==> src/rtl/tcm_pkg.sv <==
// tcm_pkg: shared constants and types for the two-counter machine core.
//   INSTR_W          instruction width
//   OP_*             3-bit opcodes held in instr[7:5]
//   FETCH_BUF_DEPTH  fetch buffer depth; 2 when FETCH_PREFETCH_EN is defined, else 1
//   fetch_state_e    fetch stage state
package tcm_pkg;
   localparam int INSTR_W = 8;
   localparam logic [2:0] OP_NOP  = 3'b000;
   localparam logic [2:0] OP_CLR  = 3'b001;
   localparam logic [2:0] OP_INC  = 3'b010;
   localparam logic [2:0] OP_DEC  = 3'b011;
   localparam logic [2:0] OP_CPY  = 3'b100;
   localparam logic [2:0] OP_JMPZ = 3'b101;
   localparam logic [2:0] OP_JMPE = 3'b110;
   localparam logic [2:0] OP_HALT = 3'b111;
`ifdef FETCH_PREFETCH_EN
   localparam logic [1:0] FETCH_BUF_DEPTH = 2'd2;
`else
   localparam logic [1:0] FETCH_BUF_DEPTH = 2'd1;
`endif
   typedef enum logic [1:0] {ST_RUN, ST_STOP, ST_HALTED} fetch_state_e;
endpackage

==> src/rtl/fetch_buf.sv <==
// fetch_buf: shift-register FIFO of {instr, pc}, depth FETCH_BUF_DEPTH (FETCH_PREFETCH_EN).
//   i_clk, i_rst_n          clock, synchronous active-low reset
//   i_push, i_instr, i_pc   write an entry
//   i_pop                   drop the head entry
//   i_flush                 empty the buffer
//   o_instr, o_pc           head entry, straight from registers
//   o_count, o_full, o_empty occupancy
module fetch_buf
   import tcm_pkg::*;
#(
   parameter int PC_W = 8
) (
   input  logic               i_clk,
   input  logic               i_rst_n,
   input  logic               i_push,
   input  logic               i_pop,
   input  logic               i_flush,
   input  logic [INSTR_W-1:0] i_instr,
   input  logic [PC_W-1:0]    i_pc,
   output logic [INSTR_W-1:0] o_instr,
   output logic [PC_W-1:0]    o_pc,
   output logic [1:0]         o_count,
   output logic               o_full,
   output logic               o_empty
);
   localparam int E = INSTR_W + PC_W;
   localparam int D = int'(FETCH_BUF_DEPTH);
   logic [D*E-1:0] r_data, w_data_n;
   logic [1:0]     r_count, w_wr_idx;
   // Entry 0 is the head; a pop shifts everything down one slot before the push lands.
   assign w_wr_idx = r_count - 2'(i_pop);
   always_comb begin
      w_data_n = i_pop ? r_data >> E : r_data;
      for (int i = 0; i < D; i++)
         if (i_push && w_wr_idx == 2'(i)) w_data_n[i*E +: E] = {i_instr, i_pc};
   end
   always_ff @(posedge i_clk) begin
      if (!i_rst_n) begin
         r_data  <= '0;
         r_count <= '0;
      end else begin
         r_data  <= w_data_n;
         r_count <= i_flush ? 2'd0 : r_count + 2'(i_push) - 2'(i_pop);
      end
   end
   assign {o_instr, o_pc} = r_data[E-1:0];
   assign o_count = r_count;
   assign o_full  = r_count == FETCH_BUF_DEPTH;
   assign o_empty = r_count == 2'd0;
endmodule

==> src/rtl/fetch_unit.sv <==
// fetch_unit: instruction fetch stage (PC, imem req/ack, fetch buffer, redirect, halt).
//   Buffer depth follows FETCH_PREFETCH_EN (2 entries when defined, 1 otherwise).
//   i_clk, i_rst_n                     clock, synchronous active-low reset
//   o_imem_req, o_imem_addr            read request, held until i_imem_ack
//   i_imem_ack, i_imem_rdata           read completion and data
//   o_instr, o_instr_pc, o_instr_valid instruction to decode
//   i_instr_ready                      consumer accept
//   i_jmp_take, i_jmp_pc, i_jmp_imm    redirect to jmp_pc + jmp_imm
//   o_halted                           HALT consumed, fetch stopped until reset
module fetch_unit
   import tcm_pkg::*;
#(
   parameter int              PC_W     = 8,
   parameter logic [PC_W-1:0] RESET_PC = '0
) (
   input  logic               i_clk,
   input  logic               i_rst_n,
   output logic               o_imem_req,
   output logic [PC_W-1:0]    o_imem_addr,
   input  logic               i_imem_ack,
   input  logic [INSTR_W-1:0] i_imem_rdata,
   output logic [INSTR_W-1:0] o_instr,
   output logic [PC_W-1:0]    o_instr_pc,
   output logic               o_instr_valid,
   input  logic               i_instr_ready,
   input  logic               i_jmp_take,
   input  logic [PC_W-1:0]    i_jmp_pc,
   input  logic [7:0]         i_jmp_imm,
   output logic               o_halted
);
   fetch_state_e r_state, w_state_n;
   logic [PC_W-1:0] r_pc, r_addr, w_pc_n;
   logic r_req, r_squash, r_halted;
   logic w_jmp, w_ack, w_push, w_pop, w_hold, w_full, w_empty;
   logic [1:0] w_count, w_count_n;
   assign w_jmp  = i_jmp_take && r_state != ST_HALTED;
   assign w_ack  = r_req && i_imem_ack;
   // Data returning for a squashed read, or racing a redirect, is dropped.
   assign w_push = w_ack && !r_squash && !w_jmp && !w_full;
   assign o_instr_valid = !w_empty && r_state != ST_HALTED;
   assign w_pop  = o_instr_valid && i_instr_ready;
   assign w_hold = r_req && !i_imem_ack;
   assign w_count_n = w_jmp ? 2'd0 : w_count + 2'(w_push) - 2'(w_pop);
   always_comb begin
      w_state_n = w_jmp ? ST_RUN :
                  (w_pop && o_instr[INSTR_W-1 -: 3] == OP_HALT) ? ST_HALTED :
                  (w_push && i_imem_rdata[INSTR_W-1 -: 3] == OP_HALT) ? ST_STOP : r_state;
      w_pc_n = w_jmp ? PC_W'(8'(i_jmp_pc) + i_jmp_imm) : w_push ? r_pc + PC_W'(1) : r_pc;
   end
   fetch_buf #(.PC_W(PC_W)) u_buf (
      .i_clk   (i_clk),
      .i_rst_n (i_rst_n),
      .i_push  (w_push),
      .i_pop   (w_pop),
      .i_flush (w_jmp),
      .i_instr (i_imem_rdata),
      .i_pc    (r_pc),
      .o_instr (o_instr),
      .o_pc    (o_instr_pc),
      .o_count (w_count),
      .o_full  (w_full),
      .o_empty (w_empty)
   );
   // An unacknowledged request keeps its address; otherwise the next request
   // targets the updated PC once the buffer will have room after this cycle.
   always_ff @(posedge i_clk) begin
      if (!i_rst_n) begin
         r_state  <= ST_RUN;
         r_pc     <= RESET_PC;
         r_addr   <= RESET_PC;
         r_req    <= 1'b0;
         r_squash <= 1'b0;
         r_halted <= 1'b0;
      end else begin
         r_state  <= w_state_n;
         r_pc     <= w_pc_n;
         r_addr   <= w_hold ? r_addr : w_pc_n;
         r_req    <= w_hold || (w_state_n == ST_RUN && w_count_n < FETCH_BUF_DEPTH);
         r_squash <= (w_jmp && w_hold) ? 1'b1 : w_ack ? 1'b0 : r_squash;
         r_halted <= w_state_n == ST_HALTED;
      end
   end
   assign o_imem_req  = r_req;
   assign o_imem_addr = r_addr;
   assign o_halted    = r_halted;
endmodule

==> config.mk <==
export PLATFORM = sky130hd
export DESIGN_NAME = fetch_unit
export DESIGN_NICKNAME = d
export VERILOG_FILES = /design/src/rtl/tcm_pkg.sv /design/src/rtl/fetch_buf.sv /design/src/rtl/fetch_unit.sv
export SDC_FILE = /design/constraint.sdc
export NUM_CORES = 1
export LEC_CHECK = 0
export ABC_AREA = 1
export ABC_CLOCK_PERIOD_IN_PS = 2100
export CORE_MARGIN = 1.5
export CORE_UTILIZATION = 49
export DETAILED_ROUTE_END_ITERATION = 7
export PLACE_DENSITY = 0.8
export SLEW_MARGIN = 20
export SYNTH_ARGS = -nofsm -noshare
export SYNTH_HDL_FRONTEND = slang
export SYNTH_SLANG_ARGS = --single-unit
export TNS_END_PERCENT = 30
==> constraint.sdc <==
create_clock -name i_clk -period 2.1 [get_ports i_clk]
set_input_delay 0.42 -clock i_clk [delete_from_list [all_inputs] [get_ports i_clk]]
set_output_delay 0.42 -clock i_clk [all_outputs]
set_load 0.03 [all_outputs]
==> flow_summary_export.csv <==
group,metric,value,unit
drt,wire_per_inst,12.12,µm
power,power_leakage,1.332,nW
clocking,cts_setup_buffers,0,
worst_setup_path,cp_slowest_stage_delay,0.47,ns
final_layout,layout.nets,410,
power,power_density,648.9,nW/µm²
logic_synthesis,synth_top_area_frac,0.3609,
global_route,grt_pass1_wl,8549,µm
logic_synthesis,syn_nets,346,
timing,tns,0,ns
final_layout,fin_area,2943,µm²
placed_design,place_area,2799,µm²
logic_synthesis,syn_area_per_cell,7.070,µm²
clocking,clkLatencyLatePin,0.29,ns
drt,drc,0,
worst_setup_path,worstSetupPathType,"input port to flop",
worst_setup_path,worstSetupEndpointType,"flop",
global_route,grt_max_degree,17,
timing,setup_viol,0,
worst_setup_path,worstPathMaxFanout,2,
worst_setup_path,cp.required,2.30,ns
logic_synthesis,syn_area,2163,µm²
drt,routed_wl,5104,µm
worst_setup_path,path_cells,"clkdlybuf4s50_1 -> ha_2 -> inv_1 -> fa_2 -> inv_1 -> nand2_1 -> nand2_1 -> nand3b_1 -> nand2_1 -> nand2_1 -> nand3_2 -> nand3_1 -> nand2_1 -> inv_1",
timing,maxSlewHeadroom,0.6790,
floorplanning,die_y,69.45,µm
placed_design,dp_slack,-0.1872,ns
run,drv_cap,0,
logic_synthesis,ys_seq_elements,39,
final_layout,final-seq-area,780.7,µm²
timing,fin_crit_sh,0.9242,
timing,rsz0062_at_grt,"true",
timing,fmax,515.3,MHz
logic_synthesis,synth_edf_count,0,
logic_synthesis,ys.flop_type,"dfxtp_1",
floorplanning,start_util,0.5257,
drt,drt_iter0_markers,95,
logic_synthesis,synth_area_leader_cell,"dfxtp_1",
global_route,grt_use_total,0.2159,
clocking,cts_buffer_depth,2,
logic_synthesis,synthCells,306,
logic_synthesis,synthMostInstantiatedCell,"nand2_1",
worst_hold_path,hold_class,"flop to flop",
global_route,overflow,0,
final_layout,syn_to_final_growth,36.03,%
global_route,antenna_found_initial,0,
timing,drv_slew,0,
clocking,cts_tree,"built",
clocking,clk_pin_slew_worst_paths,0.08,ns
floorplanning,die_x,69.45,µm
logic_synthesis,synthArstFlopShare,0,
timing,tightest_slew,0.4810,ns
worst_setup_path,cp-start-kind,"input port",
worst_setup_path,worst_path_most_repeated_cell,"nand2_1",
power,ir_drop,0.4215,mV
logic_synthesis,ys_seq_area_frac,0.3609,
final_layout,drive_gt1_frac,0.1536,
clocking,cts_made_buffers,5,
placed_design,io_buffers,55,
final_layout,post-route-util,0.7151,
logic_synthesis,synth_commonest_cells,"nand2_1 (81), dfxtp_1 (39), inv_1 (39)",
clocking,h-tree-depth,2,
worst_setup_path,worstPathArrival,2.14,ns
drt,firstDrtPassIters,4,
floorplanning,dieArea,4823,µm²
worst_setup_path,worst-path-buf-inv,4,
clocking,cts_root_buffer,"clkbuf_8",
final_layout,instances_no_fill,421,
worst_setup_path,path_delay_family,"buffers and inverters",
worst_setup_path,slowest_stage,"clkdlybuf4s50_1",
timing,hold_viol_final,0,
status,outcome,"complete, no violations",
final_layout,n_antenna_cell,0,
final_layout,nFillCells,347,
timing,skew,0.004247,ns
logic_synthesis,ys.warnings.count,0,
timing,fin_crit,1.941,ns
placed_design,dp_cells,413,
placed_design,place_congestion,0.8146,
drt,viasPerCell,5.069,
floorplanning,io_pins,56,
logic_synthesis,synth.area.top_cells,"dfxtp_1 (36%), nand2_1 (14%), inv_1 (6.8%)",
final_layout,multiInputGateArea,1174,µm²
drt,num_vias,2134,
global_route,grt_pass1_vias,1937,
drt,antenna_left,0,
clocking,clock_sinks,39,
floorplanning,core-area,4115,µm²
floorplanning,placementRows,23,
logic_synthesis,ys_types,33,
timing,setup_ws,0.1592,ns
placed_design,dp_hpwl,3787,µm
## routing by layer
metal / wire length (µm) / up-vias / track usage
met5: 0 / - / 0
met3: 193 / 7 / 0.05814
met2: 2551 / 42 / 0.3686
met4: 65 / 0 / 0.05229
met1: 2293 / 988 / 0.2703
li1: - / 1097 / -
## tightest hold or removal path, cell delays in order (launching register included)
cell,delay [ns]
dfxtp_1,0.31
nand2_1,0.06
a21oi_1,0.05
## report_power, final
group / leakage, nW / switching [W] / internal, W
clock: 0.0612 / 0.000263 / 0.000384
sequential: 0.319 / 0.0000356 / 0.000784
combinational: 0.952 / 0.000247 / 0.000196
## stage by stage
step / power [W] / hold slack [ns]
5_1_grt: 0.002007 / 0.4829
3_5_place_dp: 0.001270 / 0.4566
3_3_place_gp: 0.001262 / 0.4502
4_1_cts: 0.001918 / 0.4703
6_report: 0.001910 / 0.4681
2_1_floorplan: 0.001102 / 0.4640
## area by class of cell
class | count | share of cell area
Multi-Input combinational cell | 213 | 0.3988
Sequential cell | 39 | 0.2653
Timing Repair Buffer | 66 | 0.2168
Inverter | 45 | 0.05782
Clock buffer | 6 | 0.02806
Tap cell | 50 | 0.02126
Clock inverter | 2 | 0.01190
## cells in the final DEF (no fill, tap or decap), types with 2 or more instances in the layout
master            n
nand3b_1          3
o21ai_0          12
nor3_1            2
ha_1              9
inv_1            39
dlymetal6s2s_1    2
nor2_1           18
nand2_2          13
a21oi_1          17
nand3_1          27
nand2_1          81
clkbuf_8          6
clkinv_2          2
nand3_2           3
a21oi_2          11
inv_2             4
clkdlybuf4s50_1  53
xnor2_1           3
dfxtp_1          39
buf_4            11
## final timing paths
path,endpoint,slack [ns],depth (start not counted),start
setup / recovery,o_imem_addr[6],0.16,14,i_jmp_pc[0]
hold reg to reg,u_buf.r_data[1],0.47,2,u_buf.r_data[1]
hold / removal,u_buf.r_data[1],0.47,2,u_buf.r_data[1]
setup reg to reg,o_imem_req,0.27,12,o_imem_req
## cells by family (layout without fill, tap and decap cells)
kind of cell / after synthesis / in the layout / share of synthesized area
XOR/XNOR: 3 / 3 / 0.01215
adder cells (fa/ha/maj): 11 / 11 / 0.06709
AND/OR/NAND/NOR: 155 / 155 / 0.3303
AO/OA/AOI/OAI: 44 / 44 / 0.1232
buffers and inverters: 54 / 119 / 0.1064
flip-flops: 39 / 39 / 0.3609
## sequential cells by signal, indices dropped and copies added (netlist names)
register and count:
u_buf.r_data 16, o_imem_addr 8, r_pc 8, r_state 2, u_buf.o_count 2, o_halted 1, o_imem_req 1, r_squash 1
## repair_timing
item / CTS / global route
hold buffers: 0 / 0
endpoints found under the setup margin: 0 / 4
gates resized for setup: 0 / 8
Note: power is estimated with default switching activity, not from simulation.
